[src/rtl/serializer_pkg.sv]
// Shared definitions for the parallel-to-serial shifter.
package serializer_pkg;

  // Two-state controller: waiting for a word, or shifting one out.
  typedef enum logic {
    IDLE = 1'b0,
    SEND = 1'b1
  } state_e;

  // Shortest word length that is shifted out; shorter requests are dropped.
  localparam int MIN_LEN = 3;

endpackage

[src/rtl/serializer.sv]
// MSB-first parallel-to-serial converter with a per-word bit count.
// One word in flight at a time. Requests seen while busy are dropped.
// Every output is driven straight from a flop.
module serializer
  import serializer_pkg::*;
#(
  parameter int WIDTH = 16,
  parameter int MOD_W = $clog2(WIDTH)
) (
  input  logic             clk_i,
  input  logic             arst_n_i,
  input  logic [WIDTH-1:0] data_i,
  input  logic [MOD_W-1:0] data_mod_i,
  input  logic             data_val_i,
  output logic             ser_data_o,
  output logic             ser_data_val_o,
  output logic             busy_o
);

  // The counter is one bit wider than data_mod_i, so a full-width word
  // (data_mod_i == 0) still fits without wrapping.
  localparam logic [MOD_W:0] FULL_LEN = (MOD_W+1)'(WIDTH);
  localparam logic [MOD_W:0] MIN_N    = (MOD_W+1)'(MIN_LEN);
  localparam logic [MOD_W:0] ONE      = (MOD_W+1)'(1);

  state_e           state_q, state_d;
  logic [WIDTH-1:0] shreg_q, shreg_d;
  logic [MOD_W:0]   cnt_q, cnt_d;
  logic             ser_data_q, ser_data_d;
  logic             ser_val_q, ser_val_d;
  logic             busy_q, busy_d;
  logic [MOD_W:0]   n_eff;

  // Effective word length: a count of zero means the full width.
  always_comb begin
    n_eff = (data_mod_i == '0) ? FULL_LEN : {1'b0, data_mod_i};
  end

  // Next-state logic. The first bit goes to the output flop on the accept
  // edge, so the shift register holds the word already shifted by one.
  // The counter holds the number of bits still to show, including the one
  // on the output now. Output flops default to 0 whenever nothing is valid.
  always_comb begin
    state_d    = state_q;
    shreg_d    = shreg_q;
    cnt_d      = cnt_q;
    ser_data_d = 1'b0;
    ser_val_d  = 1'b0;
    busy_d     = 1'b0;
    case (state_q)
      IDLE: begin
        if (data_val_i && (n_eff >= MIN_N)) begin
          state_d    = SEND;
          shreg_d    = {data_i[WIDTH-2:0], 1'b0};
          cnt_d      = n_eff;
          ser_data_d = data_i[WIDTH-1];
          ser_val_d  = 1'b1;
          busy_d     = 1'b1;
        end
      end
      SEND: begin
        if (cnt_q == ONE) begin
          state_d = IDLE;
          cnt_d   = '0;
          shreg_d = '0;
        end else begin
          cnt_d      = cnt_q - ONE;
          shreg_d    = {shreg_q[WIDTH-2:0], 1'b0};
          ser_data_d = shreg_q[WIDTH-1];
          ser_val_d  = 1'b1;
          busy_d     = 1'b1;
        end
      end
      default: state_d = IDLE;
    endcase
  end

  // State and output registers. Reset clears them at once, with no clock.
  always_ff @(posedge clk_i or negedge arst_n_i) begin
    if (!arst_n_i) begin
      state_q    <= IDLE;
      shreg_q    <= '0;
      cnt_q      <= '0;
      ser_data_q <= 1'b0;
      ser_val_q  <= 1'b0;
      busy_q     <= 1'b0;
    end else begin
      state_q    <= state_d;
      shreg_q    <= shreg_d;
      cnt_q      <= cnt_d;
      ser_data_q <= ser_data_d;
      ser_val_q  <= ser_val_d;
      busy_q     <= busy_d;
    end
  end

  assign ser_data_o     = ser_data_q;
  assign ser_data_val_o = ser_val_q;
  assign busy_o         = busy_q;

endmodule

[config.mk]
export PLATFORM = sky130hd
export DESIGN_NAME = serializer
export DESIGN_NICKNAME = d
export VERILOG_FILES = /design/src/rtl/serializer_pkg.sv /design/src/rtl/serializer.sv
export SDC_FILE = /design/constraint.sdc
export NUM_CORES = 1
export LEC_CHECK = 0
export CORE_MARGIN = 1.5
export CORE_UTILIZATION = 40
export DETAILED_ROUTE_END_ITERATION = 10
export PLACE_DENSITY = 0.74
export SLEW_MARGIN = 0
export SYNTH_ARGS = -nofsm -noshare
export SYNTH_HDL_FRONTEND = slang
export SYNTH_SLANG_ARGS = --single-unit
[constraint.sdc]
create_clock -name clk_i -period 3.5 [get_ports clk_i]
set_clock_uncertainty 0.05 [all_clocks]
set_input_delay 0.7 -clock clk_i [delete_from_list [all_inputs] [get_ports clk_i]]
set_output_delay 0.7 -clock clk_i [all_outputs]
set_load 0.02 [all_outputs]
# Yosys cells after proc, flatten, opt, wreduce, memory -nomap -nowiden
# Cells that the tools add are included.
[classes]
add_sub_neg = 1
order_cmp = 1
eq_ne = 2
mux = 13
bitwise_logic = 1
reduce_logical = 2
[op_table]
columns = ["op", "n"]
rows = [
  ["$mux 16", 2],
  ["$pmux 16 s2", 1],
  ["$mux 5", 3],
  ["$pmux 5 s2", 1],
  ["$eq 5x1->1 const B", 1],
  ["$ge 5x2->1 const B", 1],
  ["$sub 5x1->5 const B", 1],
  ["$logic_not 4->1", 1],
  ["$mux 1", 4],
  ["$pmux 1 s2", 2],
  ["$ne 2x2->1 const B", 1],
  ["$logic_and 1x1->1", 1],
  ["$not 1->1", 1],
]
[word_totals]
regBits = 23
elab_cells = 24

# Longest topological paths before layout
[logic_depth]
word_depth = 6
ltp_mapped = 6
ltp_nobuf = 5

# Least setup slack after synthesis
# Ideal clock, no wire load.
[synth_timing]
path_kind = "input-to-reg"
startpoint = "input port data_mod_i[0]"
endpoint = "register shreg_q[10]"
setup_time_ps = 125
arrival_time_ps = 1577
setup_slack_ps = 1748
stages = 4
n_path_buf = 1
path_cell_list = "xor2_1 > a21oi_1 > buf_2 > mux2_2"
[synth_between]
elab_chain_len = 5
[synth_lines]
columns = ["item", "line", "text"]
rows = [
  ["from (decl)", "serializer.sv:13", "input logic [MOD_W-1:0] data_mod_i,"],
  ["$logic_not 4->1", "serializer.sv:36", "n_eff = (data_mod_i == '0) ? FULL_LEN : {1'b0, data_mod_i};"],
  ["$mux 5 *", "serializer.sv:36", ""],
  ["$ge 5x2->1 *", "serializer.sv:52", "if (data_val_i && (n_eff >= MIN_N)) begin"],
  ["$logic_and 1x1->1 *", "serializer.sv:52", ""],
  ["$ne 2x2->1 (no source line) *", "--", ""],
  ["to (signal assigned)", "serializer.sv:89", "shreg_q <= shreg_d;"],
  ["to (decl)", "serializer.sv:27", "logic [WIDTH-1:0] shreg_q, shreg_d;"],
]
# Mark *: on every way between the ends. The rest lies on a longest branch, timed or not.
# A chain may end at the register's enable or synchronous reset.

# Worst setup path after layout
[layout_timing]
startpoint = "register cnt_q[1]"
endpoint = "register shreg_q[6]"
[layout_between]
elab_chain_len = 3
[layout_lines]
columns = ["item", "line", "text"]
rows = [
  ["from (decl)", "serializer.sv:28", "logic [MOD_W:0] cnt_q, cnt_d;"],
  ["from (signal assigned)", "serializer.sv:90", "cnt_q <= cnt_d;"],
  ["$eq 5x1->1", "serializer.sv:62", "if (cnt_q == ONE) begin"],
  ["$mux 16", "serializer.sv:62", ""],
  ["$pmux 16 s2", "serializer.sv:50", "case (state_q)"],
]
# No other way between the ends.

==> results.ini <==
[run_status]
status=completed

[timing]
setup-tns-final_ps=0
slew_viol_final=0
clock.fmax_mhz=477.7
setup_viol=0
grt_setup_unrepaired=no
tightest_slew_ps=954.2
fin_crit_ps=2093
finalCritPeriodShare=0.5981
slew_headroom=0.3619
hold_viol_final=0

[drt]
wirelength_mm=2.526
ant_nets=0
first_pass_iters=4
drc_errors=0
via_per_inst=5.731
drt_iter0_drc=25
wire_per_inst_um=15.13
vias=957

[clocking]
insertion_delay_ps=310
root_buffer=clkbuf_4
cts_buffers=3
tritoncts=built
cts.path.max_buffers=2
cts_num_sinks=22
htreeDepth=1
holdBufCountCts=0
post_cts_resized=0
clk_transition_reported_paths_ps=130
cts_setup_buffers=0

[global_route]
antenna_found_initial=0
use_met1=0.2271
grtUsageTotal=0.1692
grt_pass1_wl_mm=4.457
gr-total-overflow=0
grt_use_met3=0.008791
met2_usage=0.2809
grt_pass1_vias=961
grt_max_degree=30
top_usage_layer=met2

[synthesis]
ys_seq_area_frac=0.4462
ys_warn_count=0
synth_seq_cells=22
synth_cell_type_count=31
synth_nets=137
syn-instance-count=112
netlist_area_mm2=0.001234
avgSynthCellArea_um2=11.02

[cells_and_area]
fillers=259
final_common_cell=clkdlybuf4s50_1
drive_above_1_share=0.1691
final_cell_mix=clkdlybuf4s50_1 (25), dfrtp_1 (22), o2bb2ai_1 (16)
insertedDiodeCount=0
synthToLayoutAreaGrowth_pct=25.66
nets=162
final_util=0.5480

[pwr]
power_frac_clock=0.164
p_int_mw=0.7802
swShare=0.3538
peakVddDrop_uv=329.8
power.density_mw_per_mm2=778.8
switchingPower_mw=0.4271
power_frac_seq=0.371
p_leak_nw=0.6558
combinationalPowerShare=0.465

[min_path]
hold_depth=2
min_from=shreg_q[1]
hold-path-endpoint=shreg_q[1]
hold_path.class=reg -> reg

[critical_path]
path_cells=inv_1 -> ha_1 -> nor4b_4 -> o2bb2ai_1 -> mux2_2
cp.depth=5
crit_type=reg -> reg
critPathBufInv=1
arrival_ps=2260
reg2reg_from=cnt_q[1]
required_ps=3660
start_kind=flip-flop
reg2reg_slack_ps=1410
crit_family=simple AND/OR/NAND/NOR gates
path_max_fanout=16
crit_path_start=cnt_q[1]
cp_slowest_cell=nor4b_4
r2r_cells=5
endpoint_kind=flip-flop
cpPeakStageDelay_ps=750
rr_endpoint=shreg_q[6]

[floorplan]
die_width_um=58.54
fp.coreArea_mm2=0.002829
start_util=0.4361
die_area_mm2=0.003426
die_y_um=58.54
rows=19
io_pins=26

[placement]
port-buffer-count=25
dp_hpwl_mm=1.797
gp_congestion=0.8800

[job]
cap_violations=0

## stage by stage
stage / std cells / power, mW / hold WS [ps] / setup WS (ps) / cell area, um2
floorplan: 112 / 0.8756 / 354.4 / 1748 / 1234
global placement: 163 / 1.001 / 442.0 / 1225 / 1498
detailed placement: 163 / 1.023 / 445.9 / 1196 / 1498
CTS: 167 / 1.223 / 473.0 / 1381 / 1550
global route: 167 / 1.307 / 487.7 / 1252 / 1550
finish: 167 / 1.207 / 470.3 / 1407 / 1550
## cell usage after synthesis
library cell	n	area, um2
buf_4	2	15.01
or4b_1	2	20.02
a32o_2	1	11.26
o221ai_1	1	8.760
nand2b_1	2	12.51
nand4bb_1	1	11.26
buf_6	1	11.26
nand2_1	14	52.55
o32ai_1	2	17.52
a32o_1	2	20.02
a31oi_1	1	6.260
o21ai_0	1	5.000
xor2_1	1	8.760
dfrtp_1	22	550.5
a21oi_1	1	5.000
nor4b_4	1	23.77
or4_1	1	7.510
a211oi_1	1	7.510
ha_1	2	25.02
buf_2	2	10.01
o41ai_1	1	8.760
clkbuf_1	3	11.26
mux2_2	14	157.7
nor2b_1	2	12.51
a221oi_1	1	8.760
a211o_1	1	8.760
o2bb2ai_1	16	140.1
nor3_1	1	5.000
nor2_1	2	7.510
mux2i_1	1	10.01
inv_1	9	33.78
## tightest hold or removal path: cells and delay by family (launching register included)
| kind | cells | cell delay (ps) |
|---|---|---|
| compound gates | 1 | 50 |
| buf+inv | 1 | 50 |
| flops | 1 | 400 |
## kinds of logic (layout without fill, tap and decap cells)
logic type / after synthesis / count (layout) / synth area share
AOI/OAI and AO/OA: 29 / 29 / 0.2008
xor gates and xnor gates: 1 / 1 / 0.007101
adders and majority gates: 2 / 2 / 0.02028
buffers and inverters: 17 / 41 / 0.06592
DFF: 22 / 22 / 0.4462
muxes: 15 / 15 / 0.1359
and+or+nand+nor: 26 / 26 / 0.1237
## how the worst max path moves through the flow
stage / endpoint / slack (ps)
6_report: shreg_q[6] / 1410
5_1_grt: shreg_q[3] / 1250
4_1_cts: shreg_q[6] / 1380
3_5_place_dp: shreg_q[11] / 1200
3_3_place_gp: shreg_q[10] / 1230
2_1_floorplan: shreg_q[10] / 1750
## sequential cells by signal, indices dropped and copies added, names as in the netlist
| register | cells |
|---|---|
| busy_o | 1 |
| shreg_q | 15 |
| cnt_q | 5 |
| ser_data_o | 1 |
## metal layers
layer,vias to the layer above,part of all wire
met5,-,0
met1,479,0.45
met4,0,0.012
li1,463,-
met2,13,0.51
met3,2,0.026
## final cells by class
class	instances	area, um2	area share
Inverter	9	33.78	0.02179
Tap cell	31	38.79	0.02502
Clock inverter	1	30.03	0.01937
Clock buffer	3	22.52	0.01453
Timing Repair Buffer	28	272.8	0.1759
Sequential cell	22	550.5	0.3551
Multi-Input combinational cell	73	601.8	0.3882
## power by group through the flow
stage,Sequential (mW),Combinational [mW],Clock [mW]
after global routing,0.466,0.628,0.214
final,0.448,0.561,0.199
after global placement,0.448,0.553,0
after floorplan,0.445,0.431,0
after detailed placement,0.457,0.567,0
after CTS,0.450,0.569,0.203
Power figures use the tool's default switching activity.
